$ cat config.mk
export PLATFORM = sky130hd
export DESIGN_NAME = fp4_accumulator
export DESIGN_NICKNAME = d
export VERILOG_FILES = /design/src/rtl/fp4_accumulator.sv
export SDC_FILE = /design/constraint.sdc
export NUM_CORES = 1
export LEC_CHECK = 0
export CAP_MARGIN = 20
export CORE_MARGIN = 2
export CORE_UTILIZATION = 50
export CTS_CLUSTER_DIAMETER = 50
export DETAILED_ROUTE_END_ITERATION = 12
export GPL_TIMING_DRIVEN = 0
export PLACE_DENSITY = 0.73
export SLEW_MARGIN = 20
export SYNTH_ARGS = -nofsm -noshare
export SYNTH_HDL_FRONTEND = slang
export SYNTH_SLANG_ARGS = --single-unit
$ cat constraint.sdc
create_clock -name i_clk -period 4.2 [get_ports i_clk]
set_input_delay 1.26 -clock i_clk [delete_from_list [all_inputs] [get_ports i_clk]]
set_output_delay 1.26 -clock i_clk [all_outputs]
set_load 0.01 [all_outputs]
$ cat src/rtl/fp4_accumulator.sv
// rtl/fp4_accumulator.sv - sums LEN FP4 products into a signed fixed-point result (2 fractional bits).
// Optional build macro FP4_ACC_SATURATE_EN: clamp on overflow instead of wrapping.
module fp4_accumulator #(
  parameter int LEN   = 8,
  parameter int ACC_W = 16
) (
  input  logic             i_clk,
  input  logic             i_rst_n,
  input  logic             i_data_valid,
  input  logic [3:0]       i_data,
  output logic             o_ready,
  input  logic             i_clear,
  output logic             o_valid,
  input  logic             i_ready,
  output logic [ACC_W-1:0] o_sum,
  output logic             o_ovf
);

  typedef enum logic {ACCUM, DONE} state_t;

  state_t           state;
  state_t           state_next;
  logic [7:0]       count;
  logic [ACC_W-1:0] acc;
  logic             ovf;

  logic [4:0]       mag;
  logic [ACC_W-1:0] mag_ext;
  logic [ACC_W-1:0] dec;
  logic [ACC_W:0]   sum_ext;
  logic             add_ovf;
  logic [ACC_W-1:0] acc_next;
  logic             accept;
  logic             last;
  logic             transfer;

  // Magnitude in quarter units: (2+man) << exp; the all-zero exp/man code is a true zero.
  always_comb begin
    mag = {3'b000, 1'b1, i_data[0]} << i_data[2:1];
    if (i_data[2:0] == 3'b000) begin
      mag = 5'd0;
    end
    mag_ext = {{(ACC_W-5){1'b0}}, mag};
    dec     = i_data[3] ? (~mag_ext + 1'b1) : mag_ext;
  end

  // One extra bit exposes the true signed result; a disagreement with the sign bit is overflow.
  always_comb begin
    sum_ext = {acc[ACC_W-1], acc} + {dec[ACC_W-1], dec};
    add_ovf = sum_ext[ACC_W] != sum_ext[ACC_W-1];
`ifdef FP4_ACC_SATURATE_EN
    if (add_ovf) begin
      acc_next = sum_ext[ACC_W] ? {1'b1, {(ACC_W-1){1'b0}}} : {1'b0, {(ACC_W-1){1'b1}}};
    end else begin
      acc_next = sum_ext[ACC_W-1:0];
    end
`else
    acc_next = sum_ext[ACC_W-1:0];
`endif
  end

  assign accept   = i_data_valid && o_ready;
  assign last     = accept && (count == 8'(LEN - 1));
  assign transfer = o_valid && i_ready;

  always_ff @(posedge i_clk or negedge i_rst_n) begin
    if (!i_rst_n) begin
      state <= ACCUM;
    end else begin
      state <= state_next;
    end
  end

  always_comb begin
    state_next = state;
    o_ready    = 1'b0;
    o_valid    = 1'b0;
    case (state)
      ACCUM: begin
        o_ready = 1'b1;
        if (last) begin
          state_next = DONE;
        end
      end
      DONE: begin
        o_valid = 1'b1;
        if (i_ready) begin
          state_next = ACCUM;
        end
      end
      default: state_next = ACCUM;
    endcase
    if (i_clear) begin
      state_next = ACCUM;
    end
  end

  // Clear and transfer both restart the vector; clear outranks any beat on the same edge.
  always_ff @(posedge i_clk or negedge i_rst_n) begin
    if (!i_rst_n) begin
      acc   <= '0;
      ovf   <= 1'b0;
      count <= 8'd0;
    end else if (i_clear || transfer) begin
      acc   <= '0;
      ovf   <= 1'b0;
      count <= 8'd0;
    end else if (accept) begin
      acc   <= acc_next;
      ovf   <= ovf | add_ovf;
      count <= last ? 8'd0 : count + 8'd1;
    end
  end

  assign o_sum = acc;
  assign o_ovf = ovf;

endmodule

==> run metrics, run 1 <==
status=completed; FP Rows=22; Syn Inst Count=approximately 230; Util after Layout=between 60 and 70%; final wirelength=approximately 4.5 mm; Async SR Flop Fraction=100%; ANT nets after route=0; worst rel slew slack=between 60% and 70%; initial antenna violation count=0; Max stage delay on crit path=between 0.4 and 0.5 ns; first-pass GRT wire length=between 7 and 8 mm; worst-margin pin slew=~0.59 ns; crit path time final=roughly 4 ns; largest net degree at the start of global routing=27; # Post-CTS Setup Buffers=0; Placer Congestion=0.908; number of max-cap violations=0; cell mode on critical path=o21ai_0; die footprint=4400 µm²; Routed WL per cell=approximately 14 µm; IO Pins=28; synth top area cells=dfrtp_1 (33%), ha_1 (12%), nand2_1 (6.6%), a21oi_1 (5.9%), o21ai_0 (5.7%); total number of vias=approximately 1800; number of global-route vias before repair=roughly 1600; final hold vios=0; height of the die=around 66 µm; most frequent cell after synthesis=nand2_1; gr ovfl total=0; H-Tree Level Count=1; post-synthesis sequential area ratio=33.5%; Worst R2R Path Depth=8; critical path launch point type=input pin; Die Width=between 60 and 70 µm; worst-skew pair later-pin latency=between 0.2 and 0.3 ns; CTS sink count=26; clock slew at reported path FFs=approximately 0.090 ns; placed cell count=around 310; Avg Vias per Cell=a little under 6; Cell Chain, Critical Path=clkdlybuf4s50_1 -> clkbuf_2 -> nand2_1 -> a21oi_1 -> ha_1 -> nand2_1 -> o21ai_0 -> ha_1 -> o211ai_1 -> nor3_1 -> o21ai_0 -> a21oi_1 -> xnor2_1 -> o21ai_0; Yosys warning total=0; Hold Crit Class=register to register; Area growth, synth to finish=19.6%; Synth Flop Type=dfrtp_1; max-slew violations=0; Max stage delay cell, worst path=clkdlybuf4s50_1; VDD IR max=roughly 0.16 mV; crit path max fanout=10; most frequent cells after synthesis=nand2_1 (34), dfrtp_1 (26), a21oi_1 (23); diode count=0; Yosys reg bits=26; starting density of the core=between 50% and 60%; post-layout net count=290; leak pwr=slightly above 1 nW; post-synthesis cell type count=40; Final Cycle Share=between 90% and 100%; Req. time, crit path=4.34 ns; DRC violations left=0; core region area=3690 µm²; Hold Crit Depth=2; crit path DAT=between 4 and 5 ns; detailed router's first-iteration violation count=between 70 and 80; post-synth top area share=around a third; CTS tree=built; Yosys top cell by area=dfrtp_1; power per cell area=between 300 and 400 nW/µm²; clk_skew=0.00600 ns; post-synthesis net count=260; critical path type=input pin to register; TritonCTS buffer count=3; final setup fails=0; CP Capture Type=register; Fmax=0.253 GHz; layout cell share with drive strength beyond 1=~3.8%; Hold WS=0.512 ns; syn_area_per_cell=around 8.4 µm²; Netlist Area Pre-Place=roughly 2000 µm²; Root Driver=clkbuf_8; Post-Layout Cell Count=309; Hold-fix buffers, CTS=0; Pre-antenna DRT Iters=4; Post-DP HPWL=approximately 3.4 mm; Post-synth EDFFs=0; # port buffers=25; clock tree buffer depth=2; post_cts resized=0; Overall Global Routing Usage=a little over a fifth
==> registers in the layout, indices dropped and copies added (netlist names) <==
name,cells
count,8
o_ovf,1
o_sum,16
state,1
==> metrics by stage <==
stage	power (mW)	setup TNS (ns)	cell area [µm²]	setup slack (ns)
CTS	0.781	0	2320	0.0532
finish	0.777	0	2330	0.240
global placement	0.560	-0.617	2250	-0.144
global route	0.823	-0.00944	2330	-0.00944
floorplan	0.472	0	1940	0.570
detailed placement	0.565	-1.08	2250	-0.216
==> power breakdown <==
part	internal [mW]	switching [mW]
Sequential	0.272	0.0201
Combinational	0.126	0.147
Clock	0.128	0.0853
Total	0.525	0.252
==> critical path: cells and delay by family <==
kind	cells	cell delay, ns
AO/OA/AOI/OAI	6	0.91
XOR/XNOR	1	0.13
adder cells (fa/ha/maj)	2	0.63
buffers and inverters	2	0.68
AND/OR/NAND/NOR	3	0.47
==> cell type report <==
| cell class | instances | area (µm²) |
|---|---|---|
| plain buffers | 7 | 27.5 |
| clock buffers | 3 | 41.3 |
| clock inverters | 1 | 30.0 |
| fillers | 341 | 1360 |
| inverters | 3 | 11.3 |
| multi-input cells | 196 | 1260 |
| flip-flops and latches | 26 | 651 |
| well taps | 48 | 60.1 |
| repair buffers | 25 | 245 |
==> final timing paths <==
path                       slack (ns)                     to                  from
setup / recovery                 0.24  o_sum[14]$_DFFE_PN0P_             i_data[2]
hold / removal                   0.51      o_ovf$_DFFE_PN0P_     o_ovf$_DFFE_PN0P_
setup reg to reg                 1.80  o_sum[14]$_DFFE_PN0P_  o_sum[0]$_DFFE_PN0P_
hold reg to reg                  0.51      o_ovf$_DFFE_PN0P_     o_ovf$_DFFE_PN0P_
max in group asynchronous        2.84  o_sum[11]$_DFFE_PN0P_               i_rst_n
min in group asynchronous        0.97   count[5]$_DFFE_PN0P_               i_rst_n
==> logic make-up after synthesis <==
| kind of cell | Yosys count | synth area share, % |
|---|---|---|
| and+or+nand+nor | 86 | 20.7 |
| AOI/OAI and AO/OA | 78 | 25.4 |
| DFF | 26 | 33.5 |
| adders and majority gates | 19 | 12.6 |
| xor gates and xnor gates | 13 | 5.86 |
| buffers and inverters | 10 | 1.93 |
==> layer usage <==
layer	part of all wire, %	track usage, %
met1	52	32.1
met2	44	32.4
met3	2.6	2.56
met4	1.3	6.63
met5	0	0
==> placed cells by master (no fill, tap or decap), types with 5 or more instances in the layout <==
master	netlist	final
clkbuf_1	7	6
o21ai_0	22	22
a21o_1	5	5
nand2_1	34	34
clkdlybuf4s50_1	0	24
xor2_1	7	7
dfrtp_1	26	26
nand4_1	6	6
a21oi_1	23	22
nand3_1	7	7
nor2_1	19	19
xnor2_1	6	6
ha_1	18	18
Note: power is estimated with default switching activity, not from simulation.
==> run 2: changes to the inputs <==
--- a/config.mk
+++ b/config.mk
@@ -12,6 +12,7 @@
 export DETAILED_ROUTE_END_ITERATION = 12
 export GPL_TIMING_DRIVEN = 0
 export PLACE_DENSITY = 0.73
+export RECOVER_POWER = 100
 export SLEW_MARGIN = 20
 export SYNTH_ARGS = -nofsm -noshare
 export SYNTH_HDL_FRONTEND = slang
==> constraint.sdc (replaced) <==
create_clock -name i_clk -period 3.8 [get_ports i_clk]
set_input_delay 1.14 -clock i_clk [delete_from_list [all_inputs] [get_ports i_clk]]
set_output_delay 1.14 -clock i_clk [all_outputs]
set_load 0.01 [all_outputs]
==> run 2 against run 1 <==
  * Worst setup slack worse by 0.11 ns
  * Highest routed layer unchanged
  * Count of clock-buffer cells in the layout did not move
  * Clock power increased by 11%
==> run metrics, run 2 (synthesized netlist as in run 1, its figures left out) <==
FP Rows=22 (unchanged); total number of vias=1840 (+3.1%); Post-DP HPWL=3.39 mm (unchanged); worst-skew pair later-pin latency=0.28 ns (about the same); largest net degree at the start of global routing=27 (unchanged); FF+latch area=651 µm² (unchanged); Max stage delay on crit path=0.49 ns (about the same); detailed router's first-iteration violation count=83 (+15%); worst-margin pin slew=1.42 ns (+0.830 ns); Hold Crit Class=register to register; layout cell share with drive strength beyond 1=7.12% (+3.3 points); Filler Cell Count=338 (-0.88%); leak pwr=1.09 nW (+7.8%); Net Sw Frac=32.8% (+0.41 points); power per cell area=361 nW/µm² (+7.9%); critical path launch point type=input pin; diode count=0 (unchanged); DRC violations left=0 (unchanged); CTS tree=built; crit path DAT=3.84 ns (-0.26 ns); Overall Global Routing Usage=21.6% (+0.072 points); Fmax=0.272 GHz; first-pass GRT wire length=7.34 mm (+0.37%); clk_skew=0.00762 ns (+0.00162 ns); Worst R2R Path Depth=8 (unchanged); critical path type=input pin to register; # port buffers=25 (unchanged); post-layout net count=296 (+2.1%); Avg Vias per Cell=5.84 (+1.2%); die footprint=4400 µm² (unchanged); H-Tree Level Count=1 (unchanged); Max stage delay cell, worst path=clkdlybuf4s50_1; status=completed; Buf+Inv Stages, Crit Path=3 (+1); Tot Pwr=0.861 mW (+11%); final setup fails=0 (unchanged); Combinational Power Share=35.2% (+0.2 points); number of max-cap violations=0 (unchanged); crit path max fanout=6 (-4); worst rel slew slack=5.62% (-55 points); TritonCTS buffer count=3 (unchanged); Hold-fix buffers, CTS=0 (unchanged); GR Util met2=32.5% (+0.13 points); Cell Chain, Critical Path=clkdlybuf4s50_1 -> buf_6 -> nand2_2 -> a21oi_2 -> ha_1 -> nand2_1 -> o21ai_0 -> ha_1 -> nand4b_1 -> a21boi_2 -> buf_4 -> a311o_1 -> a32o_1; Hold Crit Depth=2 (unchanged); CTS sink count=26 (unchanged); CP Capture Type=register; core region area=3690 µm² (unchanged); Routed WL per cell=14.6 µm (+0.66%); final hold vios=0 (unchanged); Largest register FFs=16 (unchanged); Reg power frac=37.4% (-0.2 points); cell mode on critical path=ha_1; final wirelength=4.59 mm (+2.6%); Stages on worst setup path=13 (-1); Final Cycle Share=a little over nine tenths; most frequent cells in the layout=nand2_1 (33), dfrtp_1 (26), o21ai_0 (21), a21oi_1 (21), dlygate4sd3_1 (20); Clk pwr share=27.4% (about the same); most used routing layer=met2; starting density of the core=52.7% (unchanged); initial antenna violation count=0 (unchanged); gr ovfl total=0 (unchanged); Net Switching=0.283 mW (+12%); P_int=0.579 mW (+10%); Req. time, crit path=3.97 ns (-0.37 ns); clock slew at reported path FFs=0.09 ns (about the same); max-slew violations=0 (unchanged); M1 GR Usage=32.2% (+0.11 points); VDD IR max=0.174 mV (+11%); Placer Congestion=0.908 (unchanged); IO Pins=28 (unchanged); clock tree buffer depth=2 (unchanged); CP delay by family, top=compound AO/OA/AOI/OAI gates; multi-input logic area=1270 µm² (+0.89%); number of global-route vias before repair=1636 (+0.25%); Root Driver=clkbuf_8; Util after Layout=64.8% (+1.7 points); commonest non-fill, non-tap cell in the layout=nand2_1; Die Width=66.4 µm (unchanged); Area growth, synth to finish=22.8%; Pre-antenna DRT Iters=4 (unchanged); crit path time final=between 3 and 4 ns; height of the die=66.4 µm (unchanged); ANT nets after route=0 (unchanged); met3 global-route usage=2.56% (unchanged)
[run 2: routing by layer]
metal / wire (µm) / vias up
met5: 0 / -
met4: 57 / 0
met3: 131 / 4
met2: 2030 / 37
met1: 2370 / 879
li1: - / 920
[run 2: stage by stage]
step | cells | area (µm²) | hold slack (ns) | TNS, ns | setup WS [ns]
4_1_cts | 309 | 2330 | 0.522 | 0 | 0.000870
3_3_place_gp | 305 | 2250 | 0.492 | -3.08 | -0.424
6_report | 315 | 2390 | 0.507 | 0 | 0.129
3_5_place_dp | 305 | 2250 | 0.490 | -3.69 | -0.496
2_1_floorplan | 232 | 1940 | 0.506 | 0 | 0.290
5_1_grt | 315 | 2390 | 0.538 | -0.0380 | -0.0218
[run 2: cell type report]
cell class	instances	share of cell area [%]
Timing Repair Buffer	31	12.1
Sequential cell	26	27.2
Inverter	3	0.471
Clock inverter	1	1.26
Multi-Input combinational cell	196	53.2
Buffer	7	1.47
Tap cell	48	2.51
Clock buffer	3	1.73
[run 2: worst min-delay path, stage by stage (launching register included)]
cell and delay, ns:
dfrtp_1 0.35, nand2_1 0.05, nand3_1 0.07
[run 2: repair_timing]
action | 4_1_cts | 5_1_grt
gates resized for setup | 3 | 9
setup buffers | 0 | 6
cloned | 0 | 0
endpoints found under the setup margin | 8 | 8
pin swaps | 0 | 8
[run 2: power groups by stage]
stage,clock network (mW),registers (mW),logic [mW]
floorplan,0,0.335,0.187
global placement,0,0.328,0.292
detailed placement,0,0.329,0.296
CTS,0.242,0.323,0.299
global route,0.250,0.326,0.335
finish,0.236,0.322,0.303
[run 2: path summary, 6_finish.rpt]
check                                           from               endpoint  slack, ns
max in group asynchronous                    i_rst_n  o_sum[14]$_DFFE_PN0P_       1.80
worst min register to register     o_ovf$_DFFE_PN0P_      o_ovf$_DFFE_PN0P_       0.51
min in group asynchronous                    i_rst_n   count[4]$_DFFE_PN0P_       1.16
worst max-delay path                       i_data[2]   o_sum[9]$_DFFE_PN0P_       0.13
worst min-delay path               o_ovf$_DFFE_PN0P_      o_ovf$_DFFE_PN0P_       0.51
worst max register to register  o_sum[0]$_DFFE_PN0P_  o_sum[14]$_DFFE_PN0P_       1.51
